File: config.mk
export PLATFORM = sky130hd
export DESIGN_NAME = ps2_rx_flat
export DESIGN_NICKNAME = d
export VERILOG_FILES = /design/src/rtl/ps2_pkg.sv /design/src/rtl/ps2_rx_if.sv /design/src/rtl/ps2_line_filter.sv /design/src/rtl/ps2_rx.sv /design/src/flat_wrapper.sv
export SDC_FILE = /design/constraint.sdc
export NUM_CORES = 1
export LEC_CHECK = 0
export CAP_MARGIN = 0
export CORE_MARGIN = 2
export CORE_UTILIZATION = 58
export CTS_CLUSTER_SIZE = 25
export DETAILED_ROUTE_END_ITERATION = 8
export PLACE_DENSITY = 0.85
export SLEW_MARGIN = 15
export SYNTH_ARGS = -nofsm -noshare
export SYNTH_HDL_FRONTEND = slang
export SYNTH_SLANG_ARGS = --single-unit
File: constraint.sdc
create_clock -name clk -period 4.3 [get_ports clk]
set_clock_uncertainty 0.05 [all_clocks]
set_input_delay 1.29 -clock clk [delete_from_list [all_inputs] [get_ports clk]]
set_output_delay 1.29 -clock clk [all_outputs]
set_load 0.01 [all_outputs]
File: src/rtl/ps2_pkg.sv
// Shared types and constants for the PS/2 receiver.
package ps2_pkg;

  localparam int PS2_FRAME_BITS = 11;  // start + 8 data + parity + stop

  typedef enum logic [1:0] {
    IDLE   = 2'd0,
    DATA   = 2'd1,
    PARITY = 2'd2,
    STOP   = 2'd3
  } state_t;

endpackage

File: src/rtl/ps2_rx_if.sv
// Byte delivery, scan-code history and error pulses of the PS/2 receiver.
// Handshake: byte_data is transferred on any clk cycle where byte_valid and byte_ready are both high;
// byte_valid never drops without such a cycle, and byte_data is stable while byte_valid is high.
interface ps2_rx_if #(
  parameter int CODE_BYTES = 2
) ();
  logic [7:0]              byte_data;
  logic                    byte_valid;
  logic                    byte_ready;
  logic [8*CODE_BYTES-1:0] code;
  logic                    frame_err;
  logic                    parity_err;
  logic                    overrun;

  modport master (
    output byte_data, byte_valid, code, frame_err, parity_err, overrun,
    input  byte_ready
  );

  modport slave (
    input  byte_data, byte_valid, code, frame_err, parity_err, overrun,
    output byte_ready
  );
endinterface

File: src/rtl/ps2_line_filter.sv
// Synchroniser plus debounce for one PS/2 line; emits the accepted level and a
// one-cycle strobe when the accepted level falls.
module ps2_line_filter #(
  parameter int SYNC_STAGES = 2,
  parameter int FILTER_LEN  = 4
) (
  input  logic clk,
  input  logic rst_n,
  input  logic line,
  output logic level,
  output logic fall
);

  localparam int CW = $clog2(FILTER_LEN + 1);

  logic [SYNC_STAGES-1:0] sync_q;
  logic [CW-1:0]          cnt_q;

  always_ff @(posedge clk) begin
    if (!rst_n) begin
      sync_q <= '1;
      level  <= 1'b1;
      cnt_q  <= '0;
      fall   <= 1'b0;
    end else begin
      sync_q <= {sync_q[SYNC_STAGES-2:0], line};
      fall   <= 1'b0;
      // Count consecutive samples disagreeing with the accepted level.
      if (sync_q[SYNC_STAGES-1] == level) begin
        cnt_q <= '0;
      end else if (cnt_q == CW'(FILTER_LEN - 1)) begin
        level <= sync_q[SYNC_STAGES-1];
        cnt_q <= '0;
        fall  <= level;
      end else begin
        cnt_q <= cnt_q + CW'(1);
      end
    end
  end

endmodule

File: src/rtl/ps2_rx.sv
// PS/2 device-to-host receiver running entirely on clk: frame FSM, timeout,
// valid/ready byte delivery and a multi-byte scan-code history.
module ps2_rx
  import ps2_pkg::*;
#(
  parameter int SYNC_STAGES = 2,
  parameter int FILTER_LEN  = 4,
  parameter int TIMEOUT_CYC = 100000,
  parameter int CODE_BYTES  = 2
) (
  input  logic   clk,
  input  logic   rst_n,
  input  logic   ps2_clk,
  input  logic   ps2_data,
  ps2_rx_if.master bus,
  output state_t dbg_state,
  output logic   dbg_clk_level
);

  localparam int W         = 8 * CODE_BYTES;
  localparam int TW        = $clog2(TIMEOUT_CYC);
  localparam int DATA_BITS = PS2_FRAME_BITS - 3;

  logic                   strobe;
  logic [SYNC_STAGES-1:0] data_sync_q;
  logic                   data_s;

  state_t    state_q, state_d;
  logic [2:0] bit_cnt_q, bit_cnt_d;
  logic [7:0] shift_q, shift_d;
  logic       parity_q, parity_d;
  logic [TW-1:0] tmo_q, tmo_d;
  logic       good, ferr, perr;

  logic [7:0] byte_data_q;
  logic       byte_valid_q;
  logic [W-1:0] code_q;
  logic       frame_err_q, parity_err_q, overrun_q;

  ps2_line_filter #(
    .SYNC_STAGES(SYNC_STAGES),
    .FILTER_LEN (FILTER_LEN)
  ) u_clk_filter (
    .clk  (clk),
    .rst_n(rst_n),
    .line (ps2_clk),
    .level(dbg_clk_level),
    .fall (strobe)
  );

  // Data is stable long before the clock falls, so it needs no debounce.
  always_ff @(posedge clk) begin
    if (!rst_n) data_sync_q <= '1;
    else        data_sync_q <= {data_sync_q[SYNC_STAGES-2:0], ps2_data};
  end
  assign data_s = data_sync_q[SYNC_STAGES-1];

  always_ff @(posedge clk) begin
    if (!rst_n) begin
      state_q   <= IDLE;
      bit_cnt_q <= '0;
      shift_q   <= '0;
      parity_q  <= 1'b0;
      tmo_q     <= '0;
    end else begin
      state_q   <= state_d;
      bit_cnt_q <= bit_cnt_d;
      shift_q   <= shift_d;
      parity_q  <= parity_d;
      tmo_q     <= tmo_d;
    end
  end

  always_comb begin
    state_d   = state_q;
    bit_cnt_d = bit_cnt_q;
    shift_d   = shift_q;
    parity_d  = parity_q;
    tmo_d     = '0;
    good      = 1'b0;
    ferr      = 1'b0;
    perr      = 1'b0;
    case (state_q)
      IDLE: if (strobe && !data_s) begin
        state_d   = DATA;
        bit_cnt_d = '0;
      end
      DATA: if (strobe) begin
        shift_d   = {data_s, shift_q[7:1]};
        bit_cnt_d = bit_cnt_q + 3'd1;
        if (bit_cnt_q == 3'(DATA_BITS - 1)) state_d = PARITY;
      end
      PARITY: if (strobe) begin
        parity_d = data_s;
        state_d  = STOP;
      end
      STOP: if (strobe) begin
        state_d = IDLE;
        if (!data_s)                 ferr = 1'b1;
        else if (^{shift_q, parity_q}) good = 1'b1;
        else                         perr = 1'b1;
      end
      default: state_d = IDLE;
    endcase
    // Mid-frame stall watchdog; restarts on every bit strobe.
    if (state_q != IDLE && !strobe) begin
      if (tmo_q == TW'(TIMEOUT_CYC - 1)) begin
        state_d = IDLE;
        ferr    = 1'b1;
      end else begin
        tmo_d = tmo_q + TW'(1);
      end
    end
  end

  always_ff @(posedge clk) begin
    if (!rst_n) begin
      byte_data_q  <= '0;
      byte_valid_q <= 1'b0;
      code_q       <= '0;
      frame_err_q  <= 1'b0;
      parity_err_q <= 1'b0;
      overrun_q    <= 1'b0;
    end else begin
      frame_err_q  <= ferr;
      parity_err_q <= perr;
      overrun_q    <= 1'b0;
      if (good) begin
        code_q <= (code_q << 8) | W'(shift_q);
        if (!byte_valid_q || bus.byte_ready) begin
          byte_data_q  <= shift_q;
          byte_valid_q <= 1'b1;
        end else begin
          overrun_q <= 1'b1;
        end
      end else if (byte_valid_q && bus.byte_ready) begin
        byte_valid_q <= 1'b0;
      end
    end
  end

  assign bus.byte_data  = byte_data_q;
  assign bus.byte_valid = byte_valid_q;
  assign bus.code       = code_q;
  assign bus.frame_err  = frame_err_q;
  assign bus.parity_err = parity_err_q;
  assign bus.overrun    = overrun_q;
  assign dbg_state      = state_q;

endmodule
File: src/flat_wrapper.sv
// flat-port wrapper written by rule: the top's interface ports become plain ports
module ps2_rx_flat import ps2_pkg::*;
#(
  parameter int SYNC_STAGES = 2,
  parameter int FILTER_LEN  = 4,
  parameter int TIMEOUT_CYC = 100000,
  parameter int CODE_BYTES  = 2
)
  (clk, rst_n, ps2_clk, ps2_data, dbg_state, dbg_clk_level, bus_byte_data, bus_byte_valid, bus_code, bus_frame_err, bus_parity_err, bus_overrun, bus_byte_ready);
  ps2_rx_if #(.CODE_BYTES(CODE_BYTES)) bus_i ();
  input  logic clk;
  input  logic rst_n;
  input  logic ps2_clk;
  input  logic ps2_data;
  output state_t dbg_state;
  output logic dbg_clk_level;
  output wire logic [$bits(bus_i.byte_data)-1:0] bus_byte_data;
  output wire logic [$bits(bus_i.byte_valid)-1:0] bus_byte_valid;
  output wire logic [$bits(bus_i.code)-1:0] bus_code;
  output wire logic [$bits(bus_i.frame_err)-1:0] bus_frame_err;
  output wire logic [$bits(bus_i.parity_err)-1:0] bus_parity_err;
  output wire logic [$bits(bus_i.overrun)-1:0] bus_overrun;
  input wire logic [$bits(bus_i.byte_ready)-1:0] bus_byte_ready;
  assign bus_byte_data = bus_i.byte_data;
  assign bus_byte_valid = bus_i.byte_valid;
  assign bus_code = bus_i.code;
  assign bus_frame_err = bus_i.frame_err;
  assign bus_parity_err = bus_i.parity_err;
  assign bus_overrun = bus_i.overrun;
  assign bus_i.byte_ready = bus_byte_ready;
  ps2_rx #(.SYNC_STAGES(SYNC_STAGES), .FILTER_LEN(FILTER_LEN), .TIMEOUT_CYC(TIMEOUT_CYC), .CODE_BYTES(CODE_BYTES)) u_core (.clk(clk), .rst_n(rst_n), .ps2_clk(ps2_clk), .ps2_data(ps2_data), .bus(bus_i), .dbg_state(dbg_state), .dbg_clk_level(dbg_clk_level));
endmodule
==> impl_results.html <==
<table>
<tr><th>Metric</th><th>Value</th></tr>
<tr><th colspan="2">Status</th></tr>
<tr><td>Outcome</td><td>finished, final reports clean</td></tr>
<tr><th colspan="2">GRT</th></tr>
<tr><td>Final global-route overflow total</td><td>0</td></tr>
<tr><td>Number of global-route vias before repair</td><td>1976</td></tr>
<tr><td>Number of antenna violations at the first check in global routing</td><td>0</td></tr>
<tr><td>GRT Util Overall</td><td>21.82%</td></tr>
<tr><td>Wire length of the first global-routing pass</td><td>8790 um</td></tr>
<tr><td>Largest net degree at the start of global routing</td><td>43</td></tr>
<tr><th colspan="2">Route</th></tr>
<tr><td>Vias per Instance</td><td>5.300</td></tr>
<tr><td>Count of vias placed by the detailed router</td><td>2067</td></tr>
<tr><td>Drt drc</td><td>0</td></tr>
<tr><td>Detailed route wirelength on metal2</td><td>2530 um</td></tr>
<tr><td>Drt first-iter violations</td><td>roughly 100</td></tr>
<tr><td>Count of antenna-violating nets left after detailed routing</td><td>0</td></tr>
<tr><td>Length of routed met3 wiring</td><td>~230 um</td></tr>
<tr><td>First-pass DRT Iterations</td><td>4</td></tr>
<tr><td>Routed length on met1</td><td>2362 um</td></tr>
<tr><td>Routed length per instance</td><td>13.25 um</td></tr>
<tr><td>Sum of routed wire length over all layers</td><td>5167 um</td></tr>
<tr><td>Top sig layer</td><td>met4</td></tr>
<tr><th colspan="2">Timing</th></tr>
<tr><td>Final worst-path setup slack</td><td>between 1 and 1.5 ns</td></tr>
<tr><td>Maximum operating frequency</td><td>354.8 MHz</td></tr>
<tr><td>Tightest Pin Transition</td><td>between 0.7 and 0.8 ns</td></tr>
<tr><td>Relative slew slack</td><td>a little over half</td></tr>
<tr><td>Period utilization</td><td>between 60% and 70%</td></tr>
<tr><td>Final setup violation count</td><td>0</td></tr>
<tr><td>Final count of hold timing violations</td><td>0</td></tr>
<tr><td>Count of final max-slew check failures</td><td>0</td></tr>
<tr><td>Setup TNS</td><td>0 ns</td></tr>
<tr><td>Tmin final</td><td>2.819 ns</td></tr>
<tr><td>Unrepaired setup endpoints after global routing</td><td>no</td></tr>
<tr><th colspan="2">Power</th></tr>
<tr><td>P_leak</td><td>1.137 nW</td></tr>
<tr><td>Clock Power Share</td><td>44.4%</td></tr>
<tr><td>Internal Power</td><td>0.9386 mW</td></tr>
<tr><td>Maximum ir drop on the vdd rail</td><td>0.0002982 V</td></tr>
<tr><td>Proportion of power drawn by flip-flops and latches</td><td>53.9%</td></tr>
<tr><td>Share of total power consumed by net switching</td><td>around a fifth</td></tr>
<tr><td>Power spent charging and discharging nets</td><td>approximately 0.24 mW</td></tr>
<tr><td>Part of the power in combinational logic</td><td>1.7%</td></tr>
<tr><td>Power density normalized to cell area</td><td>355.8 mW/mm2</td></tr>
<tr><th colspan="2">Synthesis</th></tr>
<tr><td>Post-Synthesis Mean Instance Area</td><td>9.209 um2</td></tr>
<tr><td>Commonest register cell after synthesis</td><td>sky130_fd_sc_hd__dfxtp_1</td></tr>
<tr><td>Asr flop ratio synth</td><td>0%</td></tr>
<tr><td>Synth Net Count</td><td>approximately 310</td></tr>
<tr><td>Warnings, synthesis</td><td>0</td></tr>
<tr><td>Count of cell types in the netlist</td><td>34</td></tr>
<tr><td>Number of synthesized flops with an enable pin</td><td>0</td></tr>
<tr><td>Synthesized netlist cell count</td><td>297</td></tr>
<tr><td>Cell area after synthesis</td><td>0.002735 mm2</td></tr>
<tr><td>Seq/Total Area, Yosys</td><td>49.77%</td></tr>
<tr><td>Post-synthesis sequential element count</td><td>68</td></tr>
<tr><th colspan="2">Critical path</th></tr>
<tr><td>Total buffers and inverters traversed by the critical path</td><td>1</td></tr>
<tr><td>CP Launch Type</td><td>flip-flop</td></tr>
<tr><td>Delay-heaviest family, CP</td><td>buffers and inverters</td></tr>
<tr><td>Cell at the slowest stage of the critical path</td><td>sky130_fd_sc_hd__clkdlybuf4s50_1</td></tr>
<tr><td>Chain of cells forming the critical path</td><td>clkdlybuf4s50_1</td></tr>
<tr><td>Largest incremental delay on the critical path</td><td>0.61 ns</td></tr>
<tr><td>Data arrival at the endpoint of the critical path</td><td>1.48 ns</td></tr>
<tr><td>Start-to-end type of the worst setup path</td><td>flip-flop to output pin</td></tr>
<tr><td>Critical-path maximum fanout</td><td>13</td></tr>
<tr><td>Required time at the worst-slack endpoint</td><td>just under 3 ns</td></tr>
<tr><td>Kind of end point of the critical path</td><td>output pin</td></tr>
<tr><th colspan="2">Clock network</th></tr>
<tr><td>Clock tree from TritonCTS</td><td>done</td></tr>
<tr><td>Number of buffers between clock root and the deepest sink</td><td>2</td></tr>
<tr><td>CTS-repair resized insts</td><td>0</td></tr>
<tr><td>Cts-stage hold buffer count</td><td>0</td></tr>
<tr><td>H-Tree Level Count</td><td>3</td></tr>
<tr><td>Clock Tree Root</td><td>sky130_fd_sc_hd__clkbuf_8</td></tr>
<tr><td>Setup Buffers After CTS</td><td>0</td></tr>
<tr><td>Clock slew seen by the registers of the worst setup and hold paths</td><td>approximately 0.070 ns</td></tr>
<tr><td>Clock latency on the worst-skew pair</td><td>0.33 ns</td></tr>
<tr><td>Clock sink total</td><td>between 60 and 70</td></tr>
<tr><td>Total clock buffers created by CTS</td><td>9</td></tr>
<tr><th colspan="2">Floorplan</th></tr>
<tr><td>Die area</td><td>approximately 0.0053 mm2</td></tr>
<tr><td>Initial core utilization</td><td>about three fifths</td></tr>
<tr><td>Core outline area</td><td>0.004444 mm2</td></tr>
<tr><td>Top-level I/O count</td><td>36</td></tr>
<tr><td>Number of placement rows</td><td>24</td></tr>
<tr><td>Die Y-Extent</td><td>72.67 um</td></tr>
<tr><td>Die width</td><td>roughly 73 um</td></tr>
<tr><th colspan="2">Finish</th></tr>
<tr><td>Synth-to-Final Area Change</td><td>20.95%</td></tr>
<tr><td>Diodes inserted</td><td>0</td></tr>
<tr><td>Leading cell type in the layout, fill and taps excluded</td><td>sky130_fd_sc_hd__dfxtp_1</td></tr>
<tr><td>Fraction of final layout cells with drive strength greater than 1</td><td>5.621%</td></tr>
<tr><td>Nets</td><td>343</td></tr>
<tr><td>Commonest non-fill, non-tap cells in the layout</td><td>sky130_fd_sc_hd__dfxtp_1 (68), sky130_fd_sc_hd__nand2_1 (60), sky130_fd_sc_hd__clkdlybuf4s50_1 (35)</td></tr>
<tr><th colspan="2">Placed design</th></tr>
<tr><td>Final RePlAce weighted congestion</td><td>0.7890</td></tr>
<tr><td>Count of buffers inserted at the top-level ports</td><td>35</td></tr>
<tr><td>Setup WS pre-CTS</td><td>1.515 ns</td></tr>
<tr><td>DP HPWL</td><td>3590 um</td></tr>
<tr><th colspan="2">Run</th></tr>
<tr><td>Max_cap viols</td><td>0</td></tr>
<tr><th colspan="2">Min path</th></tr>
<tr><td>Path category of the worst min-delay check</td><td>flip-flop to flip-flop</td></tr>
</table>
layer usage:
metal  global-route usage [%]  vias up
li1                         -     1058
met1                    26.90      966
met4                    9.671        0
met3                    6.906        4
met5                        0        -
met2                    35.05       39
metrics by stage:
stage | total power [mW] | hold slack, ns | util [%] | std cells | cell area [um2]
after CTS | 1.187 | 0.3577 | 74.44 | 390 | 3308
after floorplan | 0.6600 | 0.3363 | - | 297 | 2735
final | 1.177 | 0.3558 | 74.44 | 390 | 3308
after global placement | 0.6678 | 0.3387 | 69.88 | 374 | 3105
after detailed placement | 0.6681 | 0.3418 | 69.88 | 374 | 3105
after global routing | 1.212 | 0.3820 | 74.44 | 390 | 3308
area by class of cell:
class	instances	area, um2
flip-flops and latches	68	1361
multi-input cells	211	1295
fillers	324	1136
repair buffers	36	357.8
clock buffers	12	155.1
well taps	52	65.06
clock inverters	4	47.55
inverters	7	26.28
Yosys cell counts, types with 4 or more instances:
| library cell | n | share of area [%] |
|---|---|---|
| sky130_fd_sc_hd__nand2_1 | 60 | 8.2 |
| sky130_fd_sc_hd__clkbuf_1 | 8 | 1.1 |
| sky130_fd_sc_hd__ha_1 | 5 | 2.3 |
| sky130_fd_sc_hd__nand3_1 | 8 | 1.5 |
| sky130_fd_sc_hd__mux2i_1 | 24 | 8.8 |
| sky130_fd_sc_hd__o21ai_0 | 9 | 1.6 |
| sky130_fd_sc_hd__xnor2_1 | 14 | 4.5 |
| sky130_fd_sc_hd__nor2_1 | 31 | 4.3 |
| sky130_fd_sc_hd__a21oi_1 | 9 | 1.6 |
| sky130_fd_sc_hd__dfxtp_1 | 68 | 50 |
| sky130_fd_sc_hd__xor2_1 | 9 | 2.9 |
| sky130_fd_sc_hd__and3_1 | 4 | 0.91 |
| sky130_fd_sc_hd__nor2b_1 | 4 | 0.91 |
| sky130_fd_sc_hd__nand2b_1 | 5 | 1.1 |
| sky130_fd_sc_hd__nor3_1 | 4 | 0.73 |
| sky130_fd_sc_hd__nand4_1 | 5 | 1.1 |
| sky130_fd_sc_hd__inv_1 | 7 | 0.96 |
sequential cells by signal, summed over array words and instances, names as in the netlist:
register	count
u_core.bit_cnt_q	3
u_core.bus.byte_data	8
u_core.bus.byte_valid	1
u_core.bus.code	16
u_core.bus.frame_err	1
u_core.bus.overrun	1
u_core.bus.parity_err	1
u_core.data_sync_q	2
u_core.dbg_state	2
u_core.parity_q	1
u_core.shift_q	8
u_core.tmo_q	17
u_core.u_clk_filter.cnt_q	3
u_core.u_clk_filter.fall	1
u_core.u_clk_filter.level	1
u_core.u_clk_filter.sync_q	2
worst paths after layout:
| check | start | end | slack, ns | depth (start not counted) |
|---|---|---|---|---|
| max | u_core.dbg_state[0] | dbg_state[0] | 1.48 | 1 |
| min | u_core.data_sync_q[0] | u_core.data_sync_q[1] | 0.36 | 1 |
| max reg2reg | u_core.shift_q[1] | u_core.bus.code[12] | 2.21 | 5 |
| min reg2reg | u_core.data_sync_q[0] | u_core.data_sync_q[1] | 0.36 | 1 |
power by group through the flow:
stage / sequential, mW / clock (mW) / combinational, mW
after floorplan: 0.649 / 0 / 0.0109
after global placement: 0.649 / 0 / 0.0186
after detailed placement: 0.649 / 0 / 0.0190
after CTS: 0.635 / 0.533 / 0.0197
after global routing: 0.635 / 0.556 / 0.0214
final: 0.635 / 0.523 / 0.0196
kinds of logic (layout without fill, tap and decap cells):
group | after synthesis | count (layout) | synth area share, %
buffers and inverters | 18 | 59 | 2.882
multiplexers | 24 | 24 | 8.783
AND/OR/NAND/NOR | 134 | 134 | 23.15
flip-flops | 68 | 68 | 49.77
AO/OA/AOI/OAI | 24 | 24 | 4.894
adder cells (fa/ha/maj) | 5 | 5 | 2.287
XOR/XNOR | 24 | 24 | 8.234
Power figures use the tool's default switching activity.
